**src/rtl/mem_stage_access.sv**
```systemverilog
// MEM stage: turns EX/MEM load/store requests into a req/ack memory access and registers the MEM/WB result.
// Optional MEM_ACK_TIMEOUT_EN adds a bounded-wait counter that retires a hung access and sets sticky mem_err.
module mem_stage_access #(
    parameter int unsigned DATA_W  = 8,
    parameter int unsigned ADDR_W  = 8,
    parameter int unsigned TIMEOUT = 15
) (
    input  logic              clk,
    input  logic              reset,
    input  logic              ex_valid,
    input  logic              ex_mem_rd,
    input  logic              ex_mem_wr,
    input  logic [DATA_W-1:0] ans_ex,
    input  logic [DATA_W-1:0] DM_data,
    output logic              dm_req,
    output logic              dm_we,
    output logic [ADDR_W-1:0] dm_addr,
    output logic [DATA_W-1:0] dm_wdata,
    input  logic              dm_ack,
    input  logic [DATA_W-1:0] dm_rdata,
    output logic              stall,
    output logic              wb_valid,
    output logic [DATA_W-1:0] wb_data,
    output logic              mem_err
);

    typedef enum logic {
        ST_IDLE = 1'b0,
        ST_WAIT = 1'b1
    } state_t;

    state_t state;
    logic   mem_op_c;
    logic   timeout_c;

    assign mem_op_c = ex_valid & (ex_mem_rd | ex_mem_wr);

`ifdef MEM_ACK_TIMEOUT_EN
    localparam int unsigned CNT_W = (TIMEOUT > 1) ? $clog2(TIMEOUT) : 1;

    logic [CNT_W-1:0] wait_cnt;

    // Fires on the TIMEOUT-th consecutive WAIT cycle without an ack; an ack in that cycle wins.
    assign timeout_c = (state == ST_WAIT) & ~dm_ack & (wait_cnt == CNT_W'(TIMEOUT - 1));
`else
    assign timeout_c = 1'b0;
    assign mem_err   = 1'b0;
`endif

    // Gated by reset so the pipeline is released the instant reset is asserted.
    always_comb begin
        stall = 1'b0;
        if (reset) begin
            if (state == ST_IDLE) begin
                stall = mem_op_c;
            end else begin
                stall = ~dm_ack & ~timeout_c;
            end
        end
    end

    always_ff @(posedge clk or negedge reset) begin
        if (!reset) begin
            state    <= ST_IDLE;
            dm_req   <= 1'b0;
            dm_we    <= 1'b0;
            dm_addr  <= '0;
            dm_wdata <= '0;
            wb_valid <= 1'b0;
            wb_data  <= '0;
`ifdef MEM_ACK_TIMEOUT_EN
            wait_cnt <= '0;
            mem_err  <= 1'b0;
`endif
        end else begin
            wb_valid <= 1'b0;
            case (state)
                ST_IDLE: begin
                    if (mem_op_c) begin
                        // rd=wr=1 resolves to a load.
                        dm_addr  <= ans_ex[ADDR_W-1:0];
                        dm_wdata <= DM_data;
                        dm_we    <= ~ex_mem_rd;
                        dm_req   <= 1'b1;
                        state    <= ST_WAIT;
`ifdef MEM_ACK_TIMEOUT_EN
                        wait_cnt <= '0;
`endif
                    end else if (ex_valid) begin
                        wb_valid <= 1'b1;
                        wb_data  <= ans_ex;
                    end
                end
                ST_WAIT: begin
                    if (dm_ack) begin
                        dm_req <= 1'b0;
                        state  <= ST_IDLE;
                        if (!dm_we) begin
                            wb_valid <= 1'b1;
                            wb_data  <= dm_rdata;
                        end
                    end else if (timeout_c) begin
                        dm_req <= 1'b0;
                        state  <= ST_IDLE;
`ifdef MEM_ACK_TIMEOUT_EN
                        mem_err <= 1'b1;
`endif
                    end else begin
`ifdef MEM_ACK_TIMEOUT_EN
                        wait_cnt <= wait_cnt + CNT_W'(1);
`endif
                    end
                end
                default: state <= ST_IDLE;
            endcase
        end
    end

endmodule

```
**config.mk**
```make
export PLATFORM = sky130hd
export DESIGN_NAME = mem_stage_access
export DESIGN_NICKNAME = d
export VERILOG_FILES = /design/src/rtl/mem_stage_access.sv
export SDC_FILE = /design/constraint.sdc
export NUM_CORES = 1
export LEC_CHECK = 0
export ABC_CLOCK_PERIOD_IN_PS = 1500
export CAP_MARGIN = 20
export CORE_UTILIZATION = 39
export DETAILED_ROUTE_END_ITERATION = 10
export PLACE_DENSITY = 0.77
export SYNTH_ARGS = -nofsm -noshare
export SYNTH_HDL_FRONTEND = slang
export SYNTH_SLANG_ARGS = --single-unit
```
**constraint.sdc**
```tcl
create_clock -name clk -period 1.5 [get_ports clk]
set_input_delay 0.3 -clock clk [delete_from_list [all_inputs] [get_ports clk]]
set_output_delay 0.3 -clock clk [all_outputs]
set_load 0.1 [all_outputs]
```
==> flow_metrics.env <==
export IMPL_status="finished with violations"
export IMPL_violations="design-rule violations, negative setup slack"
export IMPL_grt_overflow=0
export IMPL_setup_violations=10
export IMPL_drcViolationCount=2
export IMPL_fp_row_count=19
export IMPL_worstPathArrival_ns=1.40
export IMPL_die_area_um2=3300
export IMPL_ant_nets=0
export IMPL_syn_inst=76
export IMPL_synth_area_um2=1200
export IMPL_port_buffers=57
export IMPL_period_needed_ns=1.70
export IMPL_drv_cap=0
export IMPL_grt_pass1_wl_um=4600
export IMPL_crit_type="in -> out"
export IMPL_clockPowerShare_pct=7.9
export IMPL_first_global_vias=919
export IMPL_die_width_um=57.5
export IMPL_worstPathMaxFanout=2
export IMPL_root_buffer="clkbuf_4"
export IMPL_fmax_mhz=588
export IMPL_placedInstanceArea_um2=2120
export IMPL_firstDrtPassIters=7
export IMPL_fin_ws_ns=-0.199
export IMPL_core_um2=2830
export IMPL_timing_final_crit_share_pct=113
export IMPL_cts_tree="done"
export IMPL_path_clk_slew_ns=0.16
export IMPL_pin_count=59
export IMPL_placedCellCount=167
export IMPL_whs_ns=0.387
export IMPL_cts_buffer_depth=2
export IMPL_wirelength_um=3510
export IMPL_cts_max_level=1
export IMPL_power_density_nw_per_um2=2110
export IMPL_yosysSeqAreaShare_pct=58.4
export IMPL_ys_ff_latch=28
export IMPL_final_nets=177
export IMPL_cts_sinks=28
export IMPL_rsz0062_at_grt="yes"
export IMPL_power_frac_comb_pct=66.6
export IMPL_place_gp_congestion=0.749
export IMPL_fp_dieH_um=57.5
export IMPL_hold_viol_final=0
export IMPL_seq_power_share_pct=25.5
export IMPL_fin_area_um2=2280
export IMPL_postCtsHoldBufs=0
export IMPL_vdd_drop_max_v=0.00136
export IMPL_synth_distinct_cells=15
export IMPL_syn2layout_area_growth_pct=90.4
export IMPL_final_core_util_pct=80.8
export IMPL_ys_warnings_count=0
export IMPL_end_kind="output pin"
export IMPL_maxSlewViolCount=0
export IMPL_critPathRequiredTime_ns=1.20
export IMPL_grt_max_degree=29
export IMPL_drive_above_1_share_pct=58.2
export IMPL_start_util_pct=42.4
export IMPL_p_leak_nw=0.993
export IMPL_dpl_hpwl_um=2260
export IMPL_diodes=0
export IMPL_p_int_w=0.00236
export IMPL_syn_num_nets=106
export IMPL_syn_area_per_cell_um2=15.8
export IMPL_switching_power_w=0.00246
export IMPL_vias=907
export IMPL_hp_class="in -> async"
export IMPL_grt_util_all_layers_pct=19.2
export IMPL_numCtsBuffers=3
export IMPL_antenna_found_initial=0
export IMPL_cp_start_kind="primary input"
export IMPL_clk_latency_ns=0.33
export IMPL_avgViaCountPerCell=5.12
export IMPL_final_cells=177
export IMPL_skew_ns=0.00718
export IMPL_routedWlPerCell_um=19.8
export IMPL_drt_iter0_drc=27
export IMPL_netSwitchingFraction_pct=51.0
-- synthesized netlist by cell type, drive strengths merged --
library cell	instances	share of area, %
a21oi	2	0.83
o22ai	1	0.52
mux2	32	30
buf	3	2.2
o2bb2ai	1	2.3
inv	1	0.31
and2	1	0.52
a21o	1	0.63
and2b	1	0.63
nand2	1	0.94
dfrtp	28	58
nor2	2	1.9
conb	1	0.31
nand2b	1	0.52
-- worst paths after layout --
path | from | to | slack (ns) | cells after the start
setup / recovery | ex_valid | stall | -0.20 | 5
hold / removal | reset | dm_addr[1] | 0.39 | 2
setup reg to reg | state | wb_data[2] | -0.19 | 6
hold reg to reg | dm_req | dm_req | 0.58 | 1
max in group asynchronous | reset | dm_we | 0.83 | 2
min in group clk | DM_data[1] | dm_wdata[1] | 0.57 | 2
-- through the flow --
stage / setup TNS, ns / setup slack (ns) / power [W]
finish: -1.41 / -0.199 / 0.00482
global route: -1.79 / -0.255 / 0.00493
CTS: -0.223 / -0.207 / 0.00475
detailed placement: -4.80 / -0.286 / 0.00433
global placement: -4.20 / -0.244 / 0.00428
floorplan: 0 / 0.00513 / 0.00304
-- state kept, by name, summed over array words and instances, names as in the netlist --
register and cells:
dm_addr 8, dm_wdata 8, wb_data 8, dm_req 1, dm_we 1, state 1, wb_valid 1
-- placed cells by master, fill, tap and decap left out, drive strengths merged --
cell type and instances:
buf 39, mux2 32, clkdlybuf4s50 29, dfrtp 28, clkbuf 5, nor2 2, a21oi 2, inv 1
nand2b 1, o22ai 1, and2b 1, nand2 1, o2bb2ai 1, and2 1, a21o 1, conb 1
-- final cells by class --
type	instances	area, um2
repair buffers	69	991
flip-flops and latches	28	702
fillers	150	544
multi-input cells	44	513
well taps	31	38.8
clock buffers	4	36.3
inverters	1	3.75
-- what timing repair did --
item                       4_1_cts  5_1_grt
gates cloned                     0        1
setup endpoints to repair        9        9
pin swaps                        4        3
resized for setup                5        7
setup buffers                    4        1
-- power groups by stage --
| stage | Combinational, W | Sequential, W | Clock (W) |
|---|---|---|---|
| global placement | 0.00306 | 0.00122 | 0 |
| finish | 0.00321 | 0.00123 | 0.000379 |
| global route | 0.00327 | 0.00125 | 0.000409 |
| CTS | 0.00314 | 0.00122 | 0.000392 |
| detailed placement | 0.00309 | 0.00124 | 0 |
| floorplan | 0.000344 | 0.00270 | 0 |
-- layer usage --
metal	up-vias	wire, um	GRT usage (%)
li1	404	-	-
met1	471	1460	22.2
met2	24	1870	34.6
met3	8	95	1.59
met4	0	76	11.5
met5	-	0	0
-- worst max-delay path: stages --
cell and delay [ns]:
clkdlybuf4s50_1 0.55, nand2b_4 0.09, o22ai_4 0.11, and2_4 0.18, buf_12 0.16
-- cell families after synthesis --
logic type | synth area share [%]
AO/OA/AOI/OAI | 4.28
other | 0.313
buffers and inverters | 2.50
multiplexers | 30.0
flip-flops | 58.4
AND/OR/NAND/NOR | 4.48
Note: power is estimated with default switching activity, not from simulation.
==> patch 1 (config.mk and constraints unchanged) <==
Reset style: synchronous (`reset`), changed in one clocked block.
--- a/src/rtl/mem_stage_access.sv
+++ b/src/rtl/mem_stage_access.sv
@@ -61,3 +61,3 @@
 
-    always_ff @(posedge clk or negedge reset) begin
+    always_ff @(posedge clk) begin
         if (!reset) begin
Behaviour: differs if reset is asserted again (counterexample within 4 cycles, from zero or initial values and one cycle with reset low); with reset held inactive, the same outputs for 10 cycles.
==> patch 1 against the original RTL <==
The run still ends with DRC, setup timing left; setup slack gained 0.18 ns; clock skew grew 0.0013 ns; final area shrank 0.66%; final cell count grew 28%; sequential cell count is the same; area after synthesis shrank 0.94%; wire length grew 12%; register-to-register slack gained 0.21 ns; synthesized cell count grew 75%; die area shrank 0.90%; highest routed layer unchanged.
Power is not compared: it rests on default switching activity, and its combinational part moved more than twofold at a synthesized area within 25%.
==> patch 1: results (changes against the original RTL) <==
- # DRC: 5 (+3)
- R2R Setup Slk: 0.02 ns (+0.21 ns)
- Post-synthesis compound-gate area fraction: 25.68% (+21 points)
- # setup viols final: 1 (-9)
- Mux cell area share after synthesis: 6.737% (-23 points)
- Final nets: 227 (+28%)
- RR Endpoint: wb_data[2]
- First-pass GRT wire length: 6009 um (+31%)
- Seq/Total Area, Yosys: 47.16% (-11 points)
- Detail Placement HPWL: 2694 um (+19%)
- Worst-Skew Late Latency: 0.34 ns
- Regs by FF count: dm_addr x8, dm_wdata x8, wb_data x8
- Syn nets: 163 (+54%)
- CP max-delay cell: dfxtp_4
- Max incr delay on CP: 0.39 ns (-0.16 ns)
- Final worst slack: -0.01522 ns (+0.1841 ns)
- Final WL: 3927 um (+12%)
- Max FO, Critical Path: 3 (+1)
- Outcome: finished, violations left
- Worst clock skew: 0.008496 ns (+0.001315 ns)
- Asr flop ratio synth: 0% (-100 points)
- Placed Cells: 217 (+30%)
- Setup TNS: -0.01522 ns (+1.391 ns)
- Top cells by area, synth: dfxtp_1 47%, a21oi_1 7.6%, mux2i_1 6.7%, nand3_1 6.7%, o21ai_0 6.7%
- Hold crit path type: in2reg
- Adder-Cell Fraction of Synth Area: 0% (unchanged)
- Mapped Cells: 133 (+75%)
- Critical path startpoint category: flip-flop
- Final hold slack: 0.4142 ns (+0.02675 ns)
- Largest net degree at the start of global routing: 21 (-28%)
- Final cell count without fillers: 227 (+28%)
- Cell count of the worst reg-to-reg path: 7 (+1)
- Largest delay share family, worst path: flip-flops
- DRT iter0 DRCs: 53 (+96%)
- Violated checks: DRC, setup timing
- Primary FF master, synth: dfxtp_1
- Main combinational cell family by area after synthesis: compound AO/OA/AOI/OAI gates
- Worst slack, placed: -0.4940 ns (-0.2078 ns)
- Post-synth top cells: 28 x dfxtp_1, 18 x a21oi_1, 16 x nand3_1, 16 x o21ai_0
- RR Startpoint: state
- Layout cells sized above 1: 29.59% (-29 points)
- DP Area: 2120 um2 (-0.18%)
- Yosys cell types: 22 (+7)
- Crit path DAT: 1.22 ns (-0.18 ns)
[patch 1: cell count changes in the layout (fill, tap and decap cells not counted), sizes merged, moves of 8 or more]
cell   change
mux2i      +8
o21ai     +24
o311a      +8
mux2      -32
a21oi     +16
nand3     +16
dfrtp     -28
dfxtp     +28
[patch 1: logic make-up (layout without fill, tap and decap cells)]
kind of cell           count (synthesis)  after routing
multiplexers                           8              8
AO/OA/AOI/OAI                         52             52
flip-flops                            28             28
buffers and inverters                 15             78
other                                  1              1
AND/OR/NAND/NOR                       29             29
[patch 1: cell type report]
cell class	count	share of cell area, %
Timing Repair Buffer	73	44.65
Multi-Input combinational cell	90	26.13
Sequential cell	28	25.03
Tap cell	31	1.709
Clock inverter	1	1.323
Clock buffer	3	0.9923
Inverter	1	0.1654
[patch 1: repair_timing]
| action | CTS | global route |
|---|---|---|
| setup buffers | 3 | 2 |
| setup endpoints to repair | 17 | 17 |
| hold buffers | 0 | 0 |
| pin swaps | 4 | 4 |
| resized for setup | 13 | 3 |
| gates cloned | 0 | 1 |
[patch 1: where the power goes]
| part | leakage [uW] | switching, uW | internal [uW] |
|---|---|---|---|
| Combinational | 0.000652 | 541 | 359 |
| Clock | 0.0000279 | 228 | 271 |
| Sequential | 0.000231 | 55.6 | 794 |
| Total | 0.000911 | 825 | 1420 |
[patch 1: worst min path at each step]
stage                 end
2_1_floorplan       dm_we
6_report            dm_we
3_3_place_gp   dm_addr[6]
5_1_grt             dm_we
4_1_cts             dm_we
3_5_place_dp   dm_addr[5]
[patch 1: metal layers]
layer	vias up	GRT usage (%)	share of wire [%]	wire, um
met5	-	0	0	0
met4	0	14.63	3.0	119
met3	9	2.721	5.2	206
met2	57	44.37	55	2144
met1	641	27.10	37	1457
li1	615	-	-	-
==> patch 2 (same settings) <==
Made on the original files. Change the parameter `ADDR_W` from 8 to 7.
--- a/src/rtl/mem_stage_access.sv
+++ b/src/rtl/mem_stage_access.sv
@@ -4,3 +4,3 @@
     parameter int unsigned DATA_W  = 8,
-    parameter int unsigned ADDR_W  = 8,
+    parameter int unsigned ADDR_W  = 7,
     parameter int unsigned TIMEOUT = 15
Interface: changed (resized dm_addr); port bits go from 59 to 58. No check against the original RTL was run, so the function may have changed too.
==> patch 2 against the original RTL <==
Clock skew increased by 0.0011 ns; area after synthesis decreased by 3.3%; final cell count decreased by 2.3%; register-to-register slack improved by 0.16 ns; total power decreased by 6.3%; final area decreased by 5.0%; critical path type is now reg2out; the flow finishes with violations (setup timing); largest power group unchanged; global-route usage decreased by 0.96 points; setup slack improved by 0.021 ns; sequential cell count decreased by 1; clock power decreased by 18%; wire length decreased by 23%.
==> patch 2: results (changes against the original RTL) <==
- DR WL/cell: 15.70 um (-21%)
- Outcome: finished, violations left
- Yosys Warn Count: 0 (unchanged)
- GP Congestion: 0.6775 (-9.6%)
- Top cells by area, synth: dfrtp_1 58%, mux2_2 30%, o2bb2ai_4 2.4%, buf_4 1.9%, nor2_4 1.9%
- Ant. Diodes: 0 (unchanged)
- Final worst slack: -0.1781 ns (+0.02121 ns)
- CTS Buf Count: 3 (unchanged)
- Max FO, Critical Path: 3 (+1)
- Primary FF master, synth: dfrtp_1
- DP Area: 2062 um2 (-2.9%)
- Hold crit path type: in2async
- Final Hold Fails: 0 (unchanged)
- Syn nets: 104 (-1.9%)
- DRT iter0 DRCs: 14 (-48%)
- CTS root buffer: clkbuf_4
- Worst clock skew: 0.008276 ns (+0.001095 ns)
- First-pass GRT wire length: 4491 um (-2.3%)
- Worst-path clk slew: 0.14 ns (-0.02 ns)
- GRT Total Usage: 18.28% (-0.96 points)
- Seq/Total Area, Yosys: 58.25% (-0.14 points)
- Asr flop ratio synth: 100.0% (unchanged)
- Port buffer count: 56 (-1.8%)
- Max VDD drop: 0.002391 V (+76%)
- Max incr delay on CP: 0.42 ns (-0.13 ns)
- DR pass1 iterations: 3 (-4)
- Clk buf depth: 2 (unchanged)
- Worst-Skew Late Latency: 0.32 ns
- Leakage: 0.0009288 uW (-6.5%)
- Crit path DAT: 1.38 ns (-0.02 ns)
- # setup viols final: 6 (-4)
- H-Tree Depth: 1 (unchanged)
- Post-synth top cells: 31 x mux2_2, 27 x dfrtp_1, 3 x buf_4
- Final nets: 173 (-2.3%)
- Layout cells sized above 1: 57.04% (-1.2 points)
- Switch share: 51.59% (+0.62 points)
- Yosys cell types: 14 (-1)
- Violated checks: setup timing
- Number of global-route vias before repair: 984 (+7.1%)
- Largest net degree at the start of global routing: 28 (-3.4%)
- Cell count of the worst reg-to-reg path: 5 (-1)
- Via count: 885 (-2.4%)
- CP max-delay cell: dfrtp_1
- Initial antenna violation count: 0 (unchanged)
- Detail Placement HPWL: 2060 um (-9.0%)
- Regs by FF count: dm_wdata x8, wb_data x8, dm_addr x7
## patch 2: timing repair
action                                  CTS  global route
cloned                                    0             1
gates resized for setup                   8             3
endpoints found under the setup margin    1            11
endpoints found under the hold margin     0             0
hold buffers                              0             0
buffers inserted                          3             1
pin swaps                                 4             2
## patch 2: logic make-up after synthesis
logic type / share of synthesized area [%]
AOI/OAI and AO/OA: 4.424
buffers and inverters: 2.265
DFF: 58.25
muxes: 30.10
other: 0.3233
and+or+nand+nor: 4.639
## patch 2: critical path: cells and delay by family (launching register included)
kind            cells  cell delay, ns
compound gates      1            0.14
buf+inv             3            0.32
flops               1            0.42
simple gates        1            0.17
## patch 2: per-stage QoR
step           std cells  setup TNS, ns  hold slack, ns  setup WS, ns
3_5_place_dp         165         -4.935          0.5530       -0.2891
6_report             173        -0.2326          0.3579       -0.1781
3_3_place_gp         165         -4.265          0.5284       -0.2400
2_1_floorplan         74              0        0.004409      0.005133
4_1_cts              172        -0.3107          0.3717       -0.1647
5_1_grt              173        -0.7518          0.3910       -0.2453
## patch 2: area by class of cell
cell class	instances	area, um2
Inverter	1	3.754
Clock buffer	4	26.28
Multi-Input combinational cell	44	509.2
Tap cell	31	38.79
Fill cell	182	610.6
Timing Repair Buffer	66	915.9
Sequential cell	27	676.9
## patch 2: power groups by stage
| stage | clock network [uW] | logic [uW] | registers [uW] |
|---|---|---|---|
| after floorplan | 0 | 335 | 2620 |
| after global placement | 0 | 2960 | 1180 |
| after detailed placement | 0 | 2990 | 1200 |
| after CTS | 325 | 3020 | 1190 |
| after global routing | 346 | 3090 | 1210 |
| final | 311 | 3020 | 1190 |
## patch 2: path summary, 6_finish.rpt
path                            startpoint         end  slack (ns)
worst max-delay path                 state       stall       -0.18
worst min-delay path                 reset      dm_req        0.36
worst max register to register       state  wb_data[7]       -0.03
worst min register to register      dm_req      dm_req        0.58
max in group asynchronous            reset       dm_we        0.88
min in group clk                    dm_ack       state        0.43
## patch 2: routing by layer
layer  global-route usage [%]  wire length (um)  vias to the layer above
li1                         -                 -                      402
met1                    21.87              1029                      449
met2                    32.77              1505                       30
met3                    2.995               154                        4
met4                    6.620                26                        0
met5                        0                 0                        -
